==> src/rtl/cache_refill_ctrl_pkg.sv <==
// cache_refill_ctrl_pkg: shared widths, FSM states and address-field helpers for the refill controller.
package cache_refill_ctrl_pkg;
    localparam int ADDR_W  = 32;
    localparam int INDEX_W = 8;
    localparam int LINE_W  = 128;
    localparam int WORD_W  = 32;
    localparam int BEATS   = LINE_W / WORD_W;
    localparam int TAG_W   = ADDR_W - 12;

    typedef enum logic [2:0] {IDLE, WB, RD_REQ, RD_DATA, INSTALL, ACK} state_t;

    function automatic logic [TAG_W-1:0] tag_of(input logic [ADDR_W-1:0] a);
        return a[ADDR_W-1:12];
    endfunction

    function automatic logic [INDEX_W-1:0] index_of(input logic [ADDR_W-1:0] a);
        return a[11:4];
    endfunction

    function automatic logic [ADDR_W-1:0] line_addr(input logic [ADDR_W-1:0] a);
        return {a[ADDR_W-1:4], 4'h0};
    endfunction
endpackage

==> src/rtl/cache_refill_ctrl_lru.sv <==
// lru_table: 1-bit LRU per set, async reset, async read; a fill write overrides a hit write to the same set.
module lru_table
    import cache_refill_ctrl_pkg::*;
(
    input  logic               clk,
    input  logic               rst,
    input  logic               hit_we_i,
    input  logic [INDEX_W-1:0] hit_idx_i,
    input  logic               hit_val_i,
    input  logic               fill_we_i,
    input  logic [INDEX_W-1:0] fill_idx_i,
    input  logic               fill_val_i,
    input  logic [INDEX_W-1:0] rd_idx_i,
    output logic               rd_o
);
    logic [2**INDEX_W-1:0] lru_q;

    always_ff @(posedge clk or posedge rst) begin
        if (rst) begin
            lru_q <= '0;
        end else begin
            if (hit_we_i) lru_q[hit_idx_i] <= hit_val_i;
            if (fill_we_i) lru_q[fill_idx_i] <= fill_val_i;
        end
    end

    assign rd_o = lru_q[rd_idx_i];
endmodule

==> src/rtl/cache_refill_ctrl.sv <==
// cache_refill_ctrl: 2-way cache miss sequencer (victim pick, optional write-back, 4-beat refill, install).
// Define CACHE_WB_EN for a write-back cache; otherwise write-through and the WB state is unreachable.
module cache_refill_ctrl
    import cache_refill_ctrl_pkg::*;
(
    input  logic               clk,
    input  logic               rst,
    input  logic               miss_req,
    input  logic [ADDR_W-1:0]  miss_addr,
    output logic               miss_ack,
    output logic               busy,
    input  logic               hit_valid,
    input  logic [INDEX_W-1:0] hit_index,
    input  logic               hit_way,
    input  logic               victim_dirty,
    input  logic [TAG_W-1:0]   victim_tag,
    input  logic [LINE_W-1:0]  victim_data,
    output logic [INDEX_W-1:0] rd_index,
    output logic               refill_way,
    output logic [1:0]         way_we,
    output logic [INDEX_W-1:0] way_windex,
    output logic [LINE_W-1:0]  way_wdata,
    output logic               mem_rd_valid,
    input  logic               mem_rd_ready,
    output logic [ADDR_W-1:0]  mem_rd_addr,
    input  logic               mem_rdata_valid,
    input  logic [WORD_W-1:0]  mem_rdata,
    output logic               mem_wr_valid,
    input  logic               mem_wr_ready,
    output logic [ADDR_W-1:0]  mem_wr_addr,
    output logic [WORD_W-1:0]  mem_wr_data,
    output logic               mem_wr_last
);
    localparam logic [1:0] LAST = 2'(BEATS - 1);

    state_t              state_q;
    logic [ADDR_W-1:0]   addr_q;
    logic [ADDR_W-1:0]   wa_q;
    logic                way_q;
    logic [1:0]          cnt_q;
    logic [LINE_W-1:0]   buf_q;
    logic [LINE_W-1:0]   wb_q;
    logic                lru_rd;
    logic                to_wb;

`ifdef CACHE_WB_EN
    assign to_wb        = victim_dirty;
    assign mem_wr_valid = state_q == WB;
`else
    logic unused_dirty;
    assign unused_dirty = victim_dirty;
    assign to_wb        = 1'b0;
    assign mem_wr_valid = 1'b0;
`endif

    lru_table u_lru (
        .clk       (clk),
        .rst       (rst),
        .hit_we_i  (hit_valid),
        .hit_idx_i (hit_index),
        .hit_val_i (~hit_way),
        .fill_we_i (state_q == INSTALL),
        .fill_idx_i(index_of(addr_q)),
        .fill_val_i(~way_q),
        .rd_idx_i  (index_of(miss_addr)),
        .rd_o      (lru_rd)
    );

    // Victim data and address are snapshotted at accept so the write-back is immune to array changes.
    always_ff @(posedge clk or posedge rst) begin
        if (rst) begin
            state_q <= IDLE;
            addr_q  <= '0;
            wa_q    <= '0;
            way_q   <= 1'b0;
            cnt_q   <= '0;
            buf_q   <= '0;
            wb_q    <= '0;
        end else begin
            case (state_q)
                IDLE: if (miss_req) begin
                    addr_q  <= line_addr(miss_addr);
                    way_q   <= lru_rd;
                    wb_q    <= victim_data;
                    wa_q    <= {victim_tag, index_of(miss_addr), 4'h0};
                    cnt_q   <= '0;
                    state_q <= to_wb ? WB : RD_REQ;
                end
                WB: if (mem_wr_ready) begin
                    cnt_q <= cnt_q + 2'd1;
                    if (cnt_q == LAST) state_q <= RD_REQ;
                end
                RD_REQ: if (mem_rd_ready) state_q <= RD_DATA;
                RD_DATA: if (mem_rdata_valid) begin
                    buf_q[cnt_q*WORD_W +: WORD_W] <= mem_rdata;
                    cnt_q <= cnt_q + 2'd1;
                    if (cnt_q == LAST) state_q <= INSTALL;
                end
                INSTALL: state_q <= ACK;
                default: state_q <= IDLE;
            endcase
        end
    end

    assign busy         = state_q != IDLE;
    assign miss_ack     = state_q == ACK;
    assign rd_index     = busy ? index_of(addr_q) : index_of(miss_addr);
    assign refill_way   = busy ? way_q : lru_rd;
    assign way_we       = state_q == INSTALL ? (way_q ? 2'b10 : 2'b01) : 2'b00;
    assign way_windex   = index_of(addr_q);
    assign way_wdata    = buf_q;
    assign mem_rd_valid = state_q == RD_REQ;
    assign mem_rd_addr  = addr_q;
    assign mem_wr_addr  = wa_q;
    assign mem_wr_data  = wb_q[cnt_q*WORD_W +: WORD_W];
    assign mem_wr_last  = mem_wr_valid && cnt_q == LAST;
endmodule

==> config.mk <==
export PLATFORM = sky130hd
export DESIGN_NAME = cache_refill_ctrl
export DESIGN_NICKNAME = d
export VERILOG_FILES = /design/src/rtl/cache_refill_ctrl_pkg.sv /design/src/rtl/cache_refill_ctrl_lru.sv /design/src/rtl/cache_refill_ctrl.sv
export SDC_FILE = /design/constraint.sdc
export NUM_CORES = 2
export LEC_CHECK = 0
export CAP_MARGIN = 20
export CELL_PAD_IN_SITES_DETAIL_PLACEMENT = 1
export CELL_PAD_IN_SITES_GLOBAL_PLACEMENT = 2
export CORE_ASPECT_RATIO = 1.25
export CORE_UTILIZATION = 34
export DETAILED_ROUTE_END_ITERATION = 8
export MAX_ROUTING_LAYER = met4
export PLACE_DENSITY_LB_ADDON = 0.15
export SLEW_MARGIN = 40
export SYNTH_ARGS = -nofsm -noshare
export SYNTH_HDL_FRONTEND = slang
export SYNTH_SLANG_ARGS = --single-unit
export TNS_END_PERCENT = 10
==> constraint.sdc <==
create_clock -name clk -period 24.2 [get_ports clk]
set_input_delay 3.63 -clock clk [delete_from_list [all_inputs] [get_ports clk]]
set_output_delay 3.63 -clock clk [all_outputs]
set_load 0.01 [all_outputs]
==> flow_summary.ini <==
[timing]
post-route-period-util_pct = 47.3
final_hold_viol_count = 0
slew_viol_final = 0
fin_setup_tns_ns = 0
relSlewSlack_pct = 43.1
fin_crit_ns = 11.44
setup_viol = 0
tightest_slew_ns = 0.854
fin_skew_ns = 0.0429
max_freq_mhz = 87.4
rsz0062_at_grt = no

[critical_path]
r2r-start = state_q[0]$_DFFE_PP0P_
setup.worst_path.end_class = output port
critPathKind = input port to output port
arrival_ns = 7.81
r2r-end = mem_rd_addr[24]$_DFFE_PP0P_
crit_buf_inv = 3
start_kind = input port
critPathMaxFanout = 38
r2r_cells = 5
r2r_slack_ns = 21.11
crit_slowest_cell = buf_4
crit_required_ns = 20.57
path_delay_family = buffers and inverters
crit_chain = buf_6 > buf_4 > mux4_2 > o22ai_1 > nor4_1 > o21ai_0 > o32ai_1 > mux2_2 > clkdlybuf4s50_1
critical_path.max_stage_delay_ns = 0.77

[drt]
highest_layer = met4
vias = 25391
wl_met3_um = 5270
drt-total-wl_um = 113000
ant_nets = 0
wl_met2_um = 57300
avgViaCountPerCell = 5.90
wl_per_cell_um = 26.4
firstDrtPassIters = 5
met1_length_um = 46400
drcViolationCount = 0
drt_iter0_drc = 2042

[outcome]
status = complete, no violations

[floorplanning]
die_area_mm2 = 0.0870
dieHeight_um = 330
num_rows = 119
die_x_um = 264
core_mm2 = 0.0846
io-pin-count = 477
start_util_pct = 34.5

[clock_network]
clkTransAtPathRegs_ns = 0.06
ctsLongestPathBuffers = 3
ctsHoldBuffers = 0
post-cts-setup-buffers = 0
htreeDepth = 3
cts_tree = yes
cts.sinks = 566
cts_resized = 0
clk_latency_ns = 0.64
cts_root_buf = clkbuf_16
numCtsBuffers = 67

[hold_path]
hold_path_depth = 2
hold-path-endpoint = way_wdata[89]$_DFFE_PP0P_
min_from = way_wdata[89]$_DFFE_PP0P_
hold_path.class = flop to flop

[global_routing]
grt_pass1_vias = 26219
antenna_found_initial = 20
grt_use_total_pct = 26.3
grt_max_degree = 134
grt_overflow_total = 0
grt_pass1_wl_um = 169000

[power]
power.density_mw_per_mm2 = 106
vdd_drop_max_mv = 0.0739
total_power_mw = 3.93
p_leak_nw = 14.4

[placement]
portBuffers = 461
dp_hpwl_um = 72900
dpl_cell_area_mm2 = 0.0346
place.gp.congestion = 0.804

[synth]
yosys.area.top_type_share_pct = 48.5
async_reset_ff_share_pct = 100
yosysTopAreaCell = dfrtp_1
ys_seq_elements = 566
ys_types = 48
synth.yosys.seq_area_share_pct = 48.5
syn_area_mm2 = 0.0292
ys_top_cells_by_area = dfrtp_1, mux2_2, mux4_2
synth_flop_cell = dfrtp_1
synthCells = 2889
synth_common_cells = dfrtp_1, o21ai_0, clkbuf_1
yosysMostFrequentCell = dfrtp_1
syn_area_per_cell_um2 = 10.1
synth_edf_count = 0
yosysWarnings = 0

[final_layout]
fin_area_mm2 = 0.0369
drive_above_1_share_pct = 16.8
area_growth_syn_to_layout_pct = 26.5
nNetsFinal = 3380

[flow_run]
cap_violations = 0
## routing by layer
layer	track usage, %	up-vias
met5	-	-
met4	11.3	0
met3	3.77	200
met2	43.7	795
met1	31.9	13049
li1	-	11347
## cell type report
| type | instances | area [µm²] |
|---|---|---|
| sequential | 566 | 14200 |
| timing repair buffer | 544 | 5330 |
| inverter | 8 | 42.5 |
| clock buffer | 100 | 2000 |
| fill | 9154 | 47700 |
| clock inverter | 17 | 198 |
| tap | 1089 | 1360 |
| multi-input combinational | 1958 | 13800 |
| antenna | 20 | 50.0 |
## placed cells by master (no fill, tap or decap), types with 14 or more instances in the layout
master and instances:
nand3_1 21, nor3_2 25, o31ai_1 257, nor2_1 24
mux2_2 191, mux4_2 89, o21ai_0 391, clkbuf_8 18
diode_2 20, clkdlybuf4s50_1 456, dfrtp_1 564, nand2_1 279
clkbuf_16 68, a21oi_1 261, clkbuf_1 14, mux2i_1 14
buf_4 70, a31oi_1 259
## report_power, final
group / leakage (nW) / total (mW) / internal (mW) / switching (mW)
clock: 1.09 / 1.04 / 0.606 / 0.432
combinational: 5.82 / 1.49 / 0.722 / 0.769
sequential: 7.48 / 1.40 / 1.21 / 0.189
## state kept, by name, summed over array words and instances (netlist names)
signal and count:
cnt_q 2, mem_rd_addr 20, mem_wr_addr 28, state_q 3, u_lru.lru_q 256, way_q 1
way_wdata 128, wb_q 128
## through the flow
stage / setup WS, ns / cells / hold WS (ns) / utilization, %
after floorplan: 4.74 / 2898 / 0.475 / -
after global placement: 12.70 / 4159 / 0.462 / 40.7
after detailed placement: 12.63 / 4162 / 0.473 / 40.9
after CTS: 12.66 / 4279 / 0.486 / 43.5
after global routing: 12.74 / 4302 / 0.506 / 43.7
final: 12.76 / 4302 / 0.478 / 43.7
## worst min-delay path, stage by stage, from the launching register on
cell     delay, ns
dfrtp_1       0.34
nand2_1       0.05
o21ai_0       0.06
## worst max-delay path by stage
stage,from,end,slack (ns),cells after the start
4_1_cts,miss_addr[4],refill_way,12.66,9
5_1_grt,miss_addr[4],refill_way,12.74,9
3_5_place_dp,miss_addr[4],refill_way,12.63,9
2_1_floorplan,rst,cnt_q[0]$_DFFE_PP0P_,4.74,1
3_3_place_gp,miss_addr[4],refill_way,12.70,9
6_report,miss_addr[4],refill_way,12.76,9
## cell families (layout without fill, tap and decap cells)
| group | after synthesis | after routing | share of synthesized area, % |
|---|---|---|---|
| compound gates | 1195 | 1195 | 24.0 |
| other cells | 1 | 30 | 0.0128 |
| buf+inv | 374 | 669 | 5.34 |
| fa+ha+maj | 6 | 6 | 0.257 |
| flops | 566 | 566 | 48.5 |
| simple gates | 449 | 449 | 6.75 |
| mux | 298 | 298 | 15.1 |
No activity file was read; power rests on OpenSTA's default activity.
